===== config.mk =====
export PLATFORM = sky130hd
export DESIGN_NAME = led_pulse_stretcher
export DESIGN_NICKNAME = d
export VERILOG_FILES = /design/src/rtl/led_pulse_stretcher.sv
export SDC_FILE = /design/constraint.sdc
export NUM_CORES = 1
export LEC_CHECK = 0
export ABC_AREA = 1
export BUFFER_PORTS_ARGS = -buffer_cell sky130_fd_sc_hd__buf_2
export CAP_MARGIN = 20
export CELL_PAD_IN_SITES_DETAIL_PLACEMENT = 1
export CELL_PAD_IN_SITES_GLOBAL_PLACEMENT = 2
export CORE_MARGIN = 1.5
export CORE_UTILIZATION = 37
export DETAILED_ROUTE_END_ITERATION = 16
export GPL_ROUTABILITY_DRIVEN = 0
export PLACE_DENSITY = 0.86
export SLEW_MARGIN = 10
export SYNTH_ARGS = -nofsm -noshare
export SYNTH_HDL_FRONTEND = slang
export SYNTH_SLANG_ARGS = --single-unit

===== constraint.sdc =====
create_clock -name clk_i -period 6.1 [get_ports clk_i]
set_input_delay 1.83 -clock clk_i [delete_from_list [all_inputs] [get_ports clk_i]]
set_output_delay 1.83 -clock clk_i [all_outputs]
set_load 0.01 [all_outputs]

===== src/rtl/led_pulse_stretcher.sv =====
// Stretches per-LED event pulses to a visible hold time and applies global PWM dimming.
// Latency: level_i->led_o 1 cycle, pulse_i->led_o 2 cycles; no backpressure, inputs are always accepted.
module led_pulse_stretcher #(
    parameter int NumLeds    = 4,
    parameter int HoldCycles = 5000000,
    parameter int PwmWidth   = 8
) (
    input  logic                clk_i,
    input  logic                rst_i,
    input  logic [NumLeds-1:0]  pulse_i,
    input  logic [NumLeds-1:0]  level_i,
    input  logic [PwmWidth-1:0] duty_i,
    output logic [NumLeds-1:0]  led_o,
    output logic [NumLeds-1:0]  busy_o
);

    localparam int CntW = (HoldCycles > 1) ? $clog2(HoldCycles) : 1;
    localparam logic [CntW-1:0]     HoldLoad = CntW'(HoldCycles - 1);
    localparam logic [PwmWidth-1:0] PwmMax   = '1;

    typedef enum logic {
        ST_IDLE = 1'b0,
        ST_HOLD = 1'b1
    } hold_st_e;

    logic [NumLeds-1:0] busy_q;

    // One independent hold FSM per channel; a pulse in HOLD reloads rather than accumulates.
    for (genvar k = 0; k < NumLeds; k++) begin : g_ch
        hold_st_e        st;
        logic [CntW-1:0] cnt;

        always_ff @(posedge clk_i or posedge rst_i) begin
            if (rst_i) begin
                st        <= ST_IDLE;
                cnt       <= '0;
                busy_q[k] <= 1'b0;
            end else begin
                case (st)
                    ST_IDLE: begin
                        if (pulse_i[k]) begin
                            st        <= ST_HOLD;
                            cnt       <= HoldLoad;
                            busy_q[k] <= 1'b1;
                        end
                    end
                    ST_HOLD: begin
                        if (pulse_i[k]) begin
                            cnt <= HoldLoad;
                        end else if (cnt != '0) begin
                            cnt <= cnt - 1'b1;
                        end else begin
                            st        <= ST_IDLE;
                            busy_q[k] <= 1'b0;
                        end
                    end
                endcase
            end
        end
    end

    assign busy_o = busy_q;

    logic [PwmWidth-1:0] pwm_cnt;
    logic [PwmWidth-1:0] duty_q;
    logic                pwm_on;

    // Duty only changes at the period boundary so a period is never cut short or stretched.
    always_ff @(posedge clk_i or posedge rst_i) begin
        if (rst_i) begin
            pwm_cnt <= '0;
            duty_q  <= '1;
        end else begin
            pwm_cnt <= pwm_cnt + 1'b1;
            if (pwm_cnt == PwmMax) begin
                duty_q <= duty_i;
            end
        end
    end

    // All-ones duty means fully on, not (2^N-1)/2^N.
    assign pwm_on = (duty_q == PwmMax) || (pwm_cnt < duty_q);

    always_ff @(posedge clk_i or posedge rst_i) begin
        if (rst_i) begin
            led_o <= '0;
        end else begin
            led_o <= (level_i | busy_q) & {NumLeds{pwm_on}};
        end
    end

endmodule


## After elaboration in Yosys (flattened, before gate mapping)

Cells that the tools add are included.
W data, S select, Z words.

| storage, ports and cells | value |
|---|---|
| register bits | 120 |
| input port bits | 18 |
| output and inout bits | 8 |
| word-level logic and storage cells | 106 |

| operators by class | value |
|---|---|
| add/subtract/negate cells | 5 |
| order comparisons | 1 |
| eq/ne operators | 18 |
| mux-type cells | 48 |
| bitwise logic cells | 6 |
| reduce and logical (&&, ||, !) cells | 13 |

Operator list:

| kind | count |
|---|---|
| $mux W23 | 12 |
| $pmux W23 S2 | 4 |
| $reduce_bool A23 Y1 | 4 |
| $sub A23 B1 Y23 const B | 4 |
| $mux W1 | 24 |
| $ne A2 B2 Y1 const B | 12 |
| $eq A8 B8 Y1 const B | 2 |
| $pmux W1 S2 | 8 |
| $ne A3 B2 Y1 const B | 4 |
| $reduce_and A3 Y1 | 4 |
| $add A8 B1 Y8 const B | 1 |
| $lt A8 B8 Y1 | 1 |
| $reduce_and A2 Y1 | 4 |
| $and A4 B4 Y4 | 1 |
| $not A1 Y1 | 4 |
| $or A4 B4 Y4 | 1 |
| $logic_or A1 B1 Y1 | 1 |

## Depth between registers and ports, before layout

Gate-level depths: netlist (run 1).

| depth | value |
|---|---|
| depth after elaboration | 4 |
| depth in mapped cells | 12 |
| gate-level depth less buffers | 12 |

## Worst setup path before layout (run 1)

OpenSTA, ideal clock, no wires.

| timing | value |
|---|---|
| kind | input -> register |
| start point | input pulse_i[3] |
| end point | register g_ch[3].cnt[15] |
| data arrival time | 2536 ps |
| path slack | 3447 ps |
| cell stages on the path | 5 |
| path buffers | 2 |
| cell sequence | buf_2 -> clkinv_1 -> clkbuf_1 -> nand2_1 -> nor2_1 |

| between the ends | value |
|---|---|
| longest elaborated chain between the ends | 2 |
| elaborated cells between the ends (all ways) | 5 |
| those cells by class | 2 x eq/ne; 2 x mux; 1 x reduce/logical |

RTL lines:

| element | RTL line | source |
|---|---|---|
| start: declaration | 10 | `input logic [NumLeds-1:0] pulse_i,` |
| $mux W23, or another cell as far along | 48 | `if (pulse_i[k]) begin` |
| $pmux W23 S2 / $reduce_and A2 Y1 (equally long branches) | n/a |  |
| end signal: assignment | 43 | `cnt <= HoldLoad;` |
| end signal: assignment | 49 | `cnt <= HoldLoad;` |
| end signal: assignment | 51 | `cnt <= cnt - 1'b1;` |
| end: declaration | 31 | `logic [CntW-1:0] cnt;` |

Several ways; a longest one is shown, not always the timed one.
A chain may end at the register's enable or synchronous reset.

## Worst setup path in the final report (run 1)

| timing | value |
|---|---|
| start point | input pulse_i[3] |
| end point | register g_ch[3].cnt[16] |

The elaborated chain is that of the path after synthesis.

==> flow_results.org, run 1 <==
** Worst setup path
- Critical path, cell by cell :: buf_2 > clkinv_1 > nand2_4 > nand3_1 > o21ai_2
- Worst path arrival time :: ~3.2 ns
- RR Startpoint :: g_ch[3].cnt[0]$_DFFE_PP0P_
- Endpoint kind of the worst setup timing path :: flop
- By startpoint and endpoint, the worst setup path is classified as in2reg.
- The largest individual stage delay along the critical path comes from the cell sky130_fd_sc_hd__clkinv_1.
- STA classifies the critical path startpoint as an input port.
- Stage delay of the slowest cell on the critical path :: between 0.5 and 0.6 ns
- Timing startpoint of the critical path :: pulse_i[3]
- Crit path max fanout :: 17
- Reg-to-reg slack, setup :: around 4.1 ns
- For the worst setup path, the data required time is 6.44 ns.

** Power and ir drop
- P per Cell Area :: between 200 and 250 nW/um2
- Leakage dissipation :: between 3 and 4 nW
- Peak ir drop on the vdd network :: 0.0001583 V

** Finish
- The final layout contains roughly 1.1k nets.
- The filler cells instantiated in the layout total between 2k and 2.5k.
- Final instance count without filler cells :: 1305
- The finished cells cover approximately 8300 um2.
- The repair_antennas step left the layout with diodes totalling 0.
- The post-route netlist has between 10% and 20% of its cells at a drive strength greater than 1.
- Leading cell types in the layout, fill and taps excluded :: sky130_fd_sc_hd__nand2_1 (245), sky130_fd_sc_hd__nor2_1 (130), sky130_fd_sc_hd__inv_1 (118), sky130_fd_sc_hd__dfrtp_1 (112), sky130_fd_sc_hd__nand3_1 (88)
- Post-synthesis to final-layout area growth :: 12.76%
- The library cell used most frequently in the layout, excluding fill and tap cells, is sky130_fd_sc_hd__nand2_1.

** Yosys
- Of the total synthesized cell area, the portion taken by full adders, half adders and majority gates is under 10%.
- Ranking of synthesized cells by area :: sky130_fd_sc_hd__dfrtp_1 (38%), sky130_fd_sc_hd__nand2_1 (13%), sky130_fd_sc_hd__nor2_1 (6.6%)
- Mapped Cells :: 1000
- Of the post-synthesis cell area, the part taken by muxes is 0%.
- Counting flops and latches in the post-synthesis netlist gives 120.
- When the netlist entered floorplanning its net count stood at just over 1k.
- sky130_fd_sc_hd__dfrtp_1 takes more of the synthesized area than any other cell.
- After synthesis, the largest family of logic cells by area is simple AND/OR/NAND/NOR gates.
- For this run, the register share of the synthesized area comes to between 40% and 50%.
- Post-synthesis async set-or-reset flop share :: 100.0%
- The most used flip-flop cell after synthesis is sky130_fd_sc_hd__dfrtp_1.
- Counting flops with a built-in enable in the synthesized netlist gives 0.
- Post-synthesis cell area :: approximately 7400 um2
- Of the total synthesized cell area, the portion taken by XOR and XNOR cells is 3.336%.
- The top cell type by area accounts for between 30% and 40% of the synthesized area.
- A synthesized cell averages between 7 and 8 um2.
- Yosys warns :: 0
- Summing the areas of all and, or, nand and nor instances in the mapped netlist gives about 36% of the synthesized area.
- Number of distinct library cell variants in the gate-level netlist after synthesis :: 46
- Post-synthesis compound-gate area fraction :: about 8.6%

** Global routing
- Entering global routing, the biggest net connects 56 pins.
- Initial antenna violation count :: 0
- Vias in the first global route :: roughly 6.7k
- Overflow left after global routing :: 0
- Aggregate global-route resource usage :: between 20 and 25%
- Wire length of the first global-routing pass :: roughly 33000 um

** Floorplan
- Once the floorplan was initialized, standard cells occupied 37.78% of the core.
- The floorplan step set the die width to approximately 140 um.
- Count of boundary I/O pins :: 26
- FP Rows :: between 50 and 60
- Vertical die dimension :: roughly 140 um
- Die Outline Area :: 20720 um2
- In this run the standard cell core region covers about 20000 um2.

** STA
- Setup repair after global routing missed its margin :: false
- Total negative slack :: 0 ns
- Clock Skew :: about 0.0062 ns
- Slew Limit Headroom :: between 50% and 60%
- The number of pins exceeding their max-slew limit in the final report is 0.
- Fmax achieved :: between 300 and 400 MHz
- The worst path needs between 2 and 3 ns of the cycle, external delays included.
- Of the available clock period, the critical path in the final layout requires 46.40%.
- At the pin with the least slew margin, the transition time is between 0.7 and 0.8 ns.
- Setup violations remaining at the end of the flow were counted as 0.
- The final number of hold-violating endpoints came to 0.

** Clocking
- Hold repair after CTS inserted 0 buffers.
- The H-tree generated during clock tree synthesis spans 4 levels.
- Counting every sink on the clock net gives 120.
- TritonCTS created 17 clock buffers.
- Clock tree from TritonCTS :: built
- Post-CTS sizing :: 0
- Clock Latency Late Sink :: around 0.42 ns
- Clock tree root driver cell :: sky130_fd_sc_hd__clkbuf_16
- No sink is reached through more buffers than the 2 on the longest clock path.
- Buffers added to address setup during post-CTS repair amount to 0.
- Clock-pin slew on the worst setup and hold paths :: around 0.050 ns

** Detailed routing
- Post-detailed-route via-to-cell ratio :: ~4.9
- The count of nets left with antenna violations once routing finished came out at 0.
- 1st-pass router iterations :: 4
- The final route contains 6433 vias.
- Count of unresolved DRC violations after routing :: 0
- For this block, the initial DRC count from the detailed router was about 240.
- Final wirelength :: a little under 20000 um
- Wire per inst :: approximately 15 um

** Placement
- Count of buffers inserted at the top-level ports :: 25
- DPL Wire Length :: 14120 um
- Placed insts :: about 1.3k
- Summing all placed instances gives a cell area of 7701 um2.

** Hold path
- In this run the most critical hold path is launched from pwm_cnt[0]$_DFF_PP0_.
- Classification of the worst-slack hold path :: reg2reg

** Job
- Maximum capacitance violations :: 0

** Status
- Run status :: complete, no violations
Yosys cell counts, types with 2 or more instances:
library cell,number
sky130_fd_sc_hd__nand4_1,34
sky130_fd_sc_hd__o21a_1,2
sky130_fd_sc_hd__a31oi_1,2
sky130_fd_sc_hd__nor4_1,2
sky130_fd_sc_hd__inv_2,24
sky130_fd_sc_hd__xnor2_1,2
sky130_fd_sc_hd__buf_4,3
sky130_fd_sc_hd__ha_1,12
sky130_fd_sc_hd__nor3_2,2
sky130_fd_sc_hd__o21ai_1,20
sky130_fd_sc_hd__clkbuf_1,5
sky130_fd_sc_hd__or2_0,2
sky130_fd_sc_hd__nor3_1,12
sky130_fd_sc_hd__nand3b_1,4
sky130_fd_sc_hd__or2_1,2
sky130_fd_sc_hd__nand2_1,245
sky130_fd_sc_hd__buf_2,4
sky130_fd_sc_hd__dfstp_2,8
sky130_fd_sc_hd__o21ai_2,19
sky130_fd_sc_hd__nand2_2,15
sky130_fd_sc_hd__nand3_2,2
sky130_fd_sc_hd__o22ai_2,2
sky130_fd_sc_hd__a21oi_1,22
sky130_fd_sc_hd__nor2_1,130
sky130_fd_sc_hd__or2_2,2
sky130_fd_sc_hd__nand3_1,88
sky130_fd_sc_hd__inv_1,119
sky130_fd_sc_hd__nand2_4,5
sky130_fd_sc_hd__dfrtp_1,112
sky130_fd_sc_hd__nand3_4,2
sky130_fd_sc_hd__o21ai_0,34
sky130_fd_sc_hd__buf_6,6
sky130_fd_sc_hd__nor2_2,10
sky130_fd_sc_hd__nor2_4,9
sky130_fd_sc_hd__xor2_1,26
sky130_fd_sc_hd__clkinv_1,2
worst paths after layout:
kind | end | depth (start not counted)
worst max-delay path | g_ch[3].cnt[16]$_DFFE_PP0P_ | 5
worst min-delay path | pwm_cnt[0]$_DFF_PP0_ | 1
worst max register to register | g_ch[3].cnt[15]$_DFFE_PP0P_ | 11
worst min register to register | pwm_cnt[0]$_DFF_PP0_ | 1
max in group asynchronous | duty_q[1]$_DFFE_PP1N_ | 3
min in group asynchronous | busy_o[2]$_DFFE_PP0P_ | 2
worst max-delay path: cells and delay by family:
| family | cells | cell delay [ns] |
|---|---|---|
| AND/OR/NAND/NOR | 2 | 0.55 |
| buffers and inverters | 2 | 0.72 |
| AO/OA/AOI/OAI | 1 | 0.07 |
layout make-up:
cell class | instances | area (um2) | share of cell area [%]
Inverter | 146 | 551.8 | 6.656
Tap cell | 265 | 331.6 | 3.999
Sequential cell | 120 | 3013 | 36.34
Clock inverter | 8 | 121.4 | 1.464
Clock buffer | 23 | 467.9 | 5.644
Timing Repair Buffer | 28 | 147.6 | 1.781
Multi-Input combinational cell | 715 | 3657 | 44.11
per-layer routing:
metal / up-vias / track usage, % / part of all wire, %
met5: - / 0 / 0
li1: 3248 / - / -
met2: 59 / 33.17 / 47
met1: 3102 / 27.24 / 49
met4: 0 / 6.445 / 1.9
met3: 24 / 3.699 / 2.3
report_power, final:
| group | switching (W) | internal (W) |
|---|---|---|
| Clock | 0.000362 | 0.000660 |
| Combinational | 0.000101 | 0.0000480 |
| Sequential | 0.0000186 | 0.000830 |
flip-flops by register name (all words and copies together), names as in the netlist:
register and count:
g_ch.cnt 92, duty_q 8, pwm_cnt 8, busy_o 4, g_ch.st 4, led_o 4
cell families after synthesis:
| logic type | after synthesis |
|---|---|
| xor+xnor | 28 |
| fa+ha+maj | 12 |
| buf+inv | 165 |
| compound gates | 105 |
| flops | 120 |
| simple gates | 570 |
through the flow:
| stage | setup WS (ns) | hold slack [ns] | total power (W) | util (%) |
|---|---|---|---|---|
| finish | 3.269 | 0.4778 | 0.002019 | 42.60 |
| global route | 3.152 | 0.5074 | 0.002103 | 42.60 |
| CTS | 3.261 | 0.4850 | 0.002048 | 42.60 |
| detailed placement | 2.836 | 0.4671 | 0.001014 | 39.57 |
| global placement | 2.907 | 0.4666 | 0.001007 | 39.57 |
| floorplan | 1.097 | 0.4384 | 0.0009641 | - |
(Power assumes the default switching activity.)
==> inputs of run 2 (changes only) <==
--- a/config.mk
+++ b/config.mk
@@ -5,16 +5,16 @@
 export SDC_FILE = /design/constraint.sdc
 export NUM_CORES = 1
 export LEC_CHECK = 0
-export ABC_AREA = 1
+export ABC_AREA = 0
 export BUFFER_PORTS_ARGS = -buffer_cell sky130_fd_sc_hd__buf_2
 export CAP_MARGIN = 20
 export CELL_PAD_IN_SITES_DETAIL_PLACEMENT = 1
 export CELL_PAD_IN_SITES_GLOBAL_PLACEMENT = 2
 export CORE_MARGIN = 1.5
-export CORE_UTILIZATION = 37
+export CORE_UTILIZATION = 40
 export DETAILED_ROUTE_END_ITERATION = 16
 export GPL_ROUTABILITY_DRIVEN = 0
-export PLACE_DENSITY = 0.86
+export PLACE_DENSITY = 0.84
 export SLEW_MARGIN = 10
 export SYNTH_ARGS = -nofsm -noshare
 export SYNTH_HDL_FRONTEND = slang
==> constraint.sdc (replaced) <==
create_clock -name clk_i -period 2.9 [get_ports clk_i]
set_input_delay 0.87 -clock clk_i [delete_from_list [all_inputs] [get_ports clk_i]]
set_output_delay 0.87 -clock clk_i [all_outputs]
set_load 0.01 [all_outputs]
==> run 2 against run 1 <==
Against the previous run:
- via count fell by 25%
- non-clock buffer count increased by 8
- synthesized area decreased by 16%
- final cell count decreased by 35%
- clock-buffer cell count is 4 lower
- sequential share of layout area grew 5.2 points
- critical endpoint is now g_ch[2].cnt[17]$_DFFE_PP0P_
==> flow_results.org, run 2 <==
** Detailed routing
- Final antenna-violating net count :: 0 (unchanged)
- Wire per inst :: 17.18 um (+16%)
- The first-pass iteration count of the detailed router came to 4 (unchanged).
- Via count of the routed design :: 4825 (-25%)
- First DRT Iteration DRCs :: 248 (+4.6%)
- The total detailed-routing wirelength came to 14640 um (-24%).
- Post-detailed-route via-to-cell ratio :: 5.663 (+15%)
- The detailed-route DRC error count was 0 (unchanged).

** Floorplan
- CORE AREA :: 15090 um2 (-22%)
- X dimension of the die :: 127.0 um (-12%)
- FP Rows :: 45 (-12%)
- Initial core utilization :: 40.76% (+3.0 points)
- Count of boundary I/O pins :: 26 (unchanged)
- Vertical die dimension :: 127.0 um (-12%)
- Die Outline Area :: 16130 um2 (-22%)

** Yosys
- EDFF count, synth :: 0 (unchanged)
- Yosys instantiated no cell more often than sky130_fd_sc_hd__dfrtp_1.
- The post-synthesis area per instance was 10.05 um2 (+37%).
- Fraction of synthesized cell area taken by the top area cell type :: 45.57% (+7.4 points)
- The cell count after synthesis came to 612 (-39%).
- Sequential cell area fraction in the yosys report :: 48.98% (+8.0 points)
- Synthesis-stage register bit count :: 120 (unchanged)
- The number of different library cells in the post-synthesis netlist came to 58 (+26%).
- Post-synthesis cell area :: 6151 um2 (-16%)
- Library cell occupying the most area in the post-synthesis netlist :: sky130_fd_sc_hd__dfrtp_1
- The most used flip-flop cell after synthesis is sky130_fd_sc_hd__dfrtp_1.
- The net count after synthesis is 642 (-38%).
- The post-synthesis async set-or-reset flop share was 100.0% (unchanged).
- By count the netlist is led by sky130_fd_sc_hd__dfrtp_1 (112), sky130_fd_sc_hd__nor2_1 (54), sky130_fd_sc_hd__nand2_1 (43).
- The count of warnings emitted by yosys is 0 (unchanged).
- Ranking of synthesized cells by area :: sky130_fd_sc_hd__dfrtp_1 (46%), sky130_fd_sc_hd__xnor2_1 (3.7%), sky130_fd_sc_hd__dfstp_2 (3.4%)

** Power and ir drop
- Clk network pwr share :: 57.3% (+6.7 points)
- Share of total power in sequential cells :: 39.4% (-2.6 points)
- P per Cell Area :: 603.0 nW/um2 (+150%)
- The internal power contribution is 0.003486 W (+130%).
- The switching power was 0.0008888 W (+85%).
- The part of the total power dissipated in combinational logic came to 3.3% (-4.1 points).
- Peak ir drop on the vdd network :: 0.0004370 V (+180%)
- Leakage dissipation :: 2.761 nW (-30%)
- Switching share of total power :: 20.31% (-3.5 points)
- The total power is 0.004375 W (+120%).

** Worst setup path
- Cell with the largest stage delay on the worst path :: sky130_fd_sc_hd__or4_1
- Critical path, cell by cell :: or4_1 > or4_1 > o2111ai_1 > o21ai_0 > a21oi_1
- The biggest cell delay along the critical path is 0.72 ns (+0.18 ns).
- Worst path arrival time :: 2.98 ns (-0.19 ns)
- Cell occurring most often along the worst timing path :: sky130_fd_sc_hd__or4_1
- The maximum fanout along the worst path came to 11 (-6).
- Endpoint kind of the worst setup timing path :: flop
- Critical path start-end classification :: reg2reg
- STA classifies the critical path startpoint as a flop.
- The worst path required time was 3.25 ns (-3.19 ns).

** STA
- The routed design could run at a clock period as short as between 2 and 3 ns.
- Slew Limit Headroom :: 53.31% (+1.2 points)
- The slew at the pin with the worst max-slew slack is 0.6940 ns (-0.02495 ns).
- Setup repair after global routing left no endpoint under its margin.
- The final number of hold-violating endpoints is 0 (unchanged).
- The number of pins exceeding their max-slew limit in the final report was 0 (unchanged).
- The post-route worst hold slack came to 0.4969 ns (+0.01916 ns).
- Based on the critical path, the design can be clocked at up to about 380 MHz.
- Final clock period utilization by the worst path :: 90.71%
- The maximum clock skew at final layout came to 0.007600 ns (+0.001440 ns).
- Setup-failing EPs final :: 0 (unchanged)
- The setup TNS came to 0 ns (unchanged).

** Clocking
- Number of hold buffers added after CTS :: 0 (unchanged)
- The clock slew seen by the registers of the worst setup and hold paths came to 0.05 ns (about the same).
- Sinks on Clock Net :: 120 (unchanged)
- CTS H-Tree Depth :: 4 (unchanged)
- The number of buffers inserted to repair setup after CTS is 0 (unchanged).
- Clock tree from TritonCTS :: built
- Total clock buffers created by CTS :: 17 (unchanged)
- The post-cts resize count came to 0 (unchanged).
- Clock Latency Late Sink :: 0.43 ns (about the same)
- Clock tree root driver cell :: sky130_fd_sc_hd__clkbuf_16
- Buffers from clock root to sink, at most :: 2 (unchanged)

** Finish
- The fill cell instance count of the final layout came to 1668 (-32%).
- Fin nets :: 682 (-36%)
- The final instance count without filler cells came to 852 (-35%).
- The total area of sequential cells was 3013 um2 (unchanged).
- The fraction of layout cells with a size suffix above 1 is 16.72% (+1.4 points).
- Largest reg by FF count :: g_ch.cnt
- The area of the multi-input gates came to 2970 um2 (-19%).
- Leaving out fill and tap cells, the most frequent cell in the layout is sky130_fd_sc_hd__dfrtp_1.
- The flip-flop count of the largest register after layout came to 92 (unchanged).
- Leading cell types in the layout, fill and taps excluded :: sky130_fd_sc_hd__dfrtp_1 (112), sky130_fd_sc_hd__nor2_1 (54), sky130_fd_sc_hd__nand2_1 (43), sky130_fd_sc_hd__or3_1 (32), sky130_fd_sc_hd__a21oi_1 (30)
- The number of diodes added for antenna fixing came to 0 (unchanged).
- From synthesis to final layout, the design area changed by 17.96%.
- The largest registers in the layout are g_ch.cnt x92, duty_q x8, pwm_cnt x8.

** Global routing
- Met2 demand-to-capacity share in global routing :: 34.11% (+0.95 points)
- The largest net degree at the start of global routing was 53 (-5.4%).
- Wire length of the first global-routing pass :: 25360 um (-23%)
- The via count of the first global-routing pass came to 5219 (-22%).
- Overflow left after global routing :: 0 (unchanged)
- Aggregate global-route resource usage :: 19.87% (-0.46 points)
- Highest-utilization routing layer at the global route stage :: met2
- The met3 capacity usage during global routing was 4.648% (+0.95 points).
- The number of antenna violations at the first check in global routing was 0 (unchanged).
- The met1 track demand over resource was 23.99% (-3.2 points).

** Hold path
- Classification of the worst-slack hold path :: reg2reg

** Job
- The number of max-cap violations is 0 (unchanged).

** Status
- Run status :: complete, no violations

** Placement
- DPL Wire Length :: 9750 um (-31%)
- The quantity of I/O buffers inserted on ports is 25 (unchanged).
- The number of instances in the placed design was 821 (-36%).
-- run 2: cell count changes in the layout (fill, tap and decap cells not counted), sizes merged, moves of 34 or more --
cell	change
nand2	-221
inv	-117
nor2	-95
nand3	-70
o21ai	-40
or3	+34
-- run 2: path summary, 6_finish.rpt --
path | startpoint | endpoint | slack (ns) | cells after the start
hold / removal | g_ch[1].cnt[22]$_DFFE_PP0P_ | g_ch[1].cnt[22]$_DFFE_PP0P_ | 0.50 | 1
hold reg to reg | g_ch[1].cnt[22]$_DFFE_PP0P_ | g_ch[1].cnt[22]$_DFFE_PP0P_ | 0.50 | 1
min in group asynchronous | rst_i | g_ch[3].cnt[4]$_DFFE_PP0P_ | 0.52 | 2
max in group asynchronous | rst_i | duty_q[6]$_DFFE_PP1N_ | 1.70 | 3
setup reg to reg | g_ch[2].cnt[16]$_DFFE_PP0P_ | g_ch[2].cnt[17]$_DFFE_PP0P_ | 0.27 | 5
setup / recovery | g_ch[2].cnt[16]$_DFFE_PP0P_ | g_ch[2].cnt[17]$_DFFE_PP0P_ | 0.27 | 5
-- run 2: through the flow --
stage | utilization [%] | setup slack, ns | cell area (um2)
global placement | 43.45 | 0.3800 | 6556
floorplan | - | 0.5672 | 6155
detailed placement | 43.45 | 0.3227 | 6556
finish | 48.08 | 0.2695 | 7256
global route | 48.08 | 0.1371 | 7256
CTS | 48.08 | 0.2848 | 7256
-- run 2: metal layers --
| metal | vias up | routed length (um) |
|---|---|---|
| met3 | 21 | 339 |
| met1 | 2412 | 6715 |
| met2 | 53 | 7304 |
| met5 | - | 0 |
| li1 | 2339 | - |
| met4 | 0 | 280 |
-- run 2: kinds of logic after synthesis --
logic type      after synthesis  share of synthesized area (%)
compound gates              127                          14.10
mux                           9                          1.648
fa+ha+maj                    12                          2.441
buf+inv                      42                          2.726
xor+xnor                     49                          6.977
simple gates                253                          23.13
flops                       120                          48.98
-- run 2: final cells by class --
cell class | instances | share of cell area (%)
Clock buffer | 19 | 6.242
Timing Repair Buffer | 36 | 3.207
Sequential cell | 120 | 41.52
Inverter | 27 | 1.449
Tap cell | 188 | 3.242
Clock inverter | 12 | 3.397
Multi-Input combinational cell | 450 | 40.94
-- run 2: power groups by stage --
stage                     sequential, W  combinational, W  clock [W]
after CTS                       0.00172          0.000151    0.00257
after global placement          0.00175          0.000142          0
after detailed placement        0.00175          0.000150          0
final                           0.00172          0.000144    0.00251
after global routing            0.00173          0.000167    0.00263
after floorplan                 0.00175         0.0000887          0
-- run 2: worst max-delay path: cells and delay by family (launching register included) --
family | cells | cell delay [ns]
AO/OA/AOI/OAI | 3 | 0.75
AND/OR/NAND/NOR | 2 | 1.36
flip-flops | 1 | 0.43
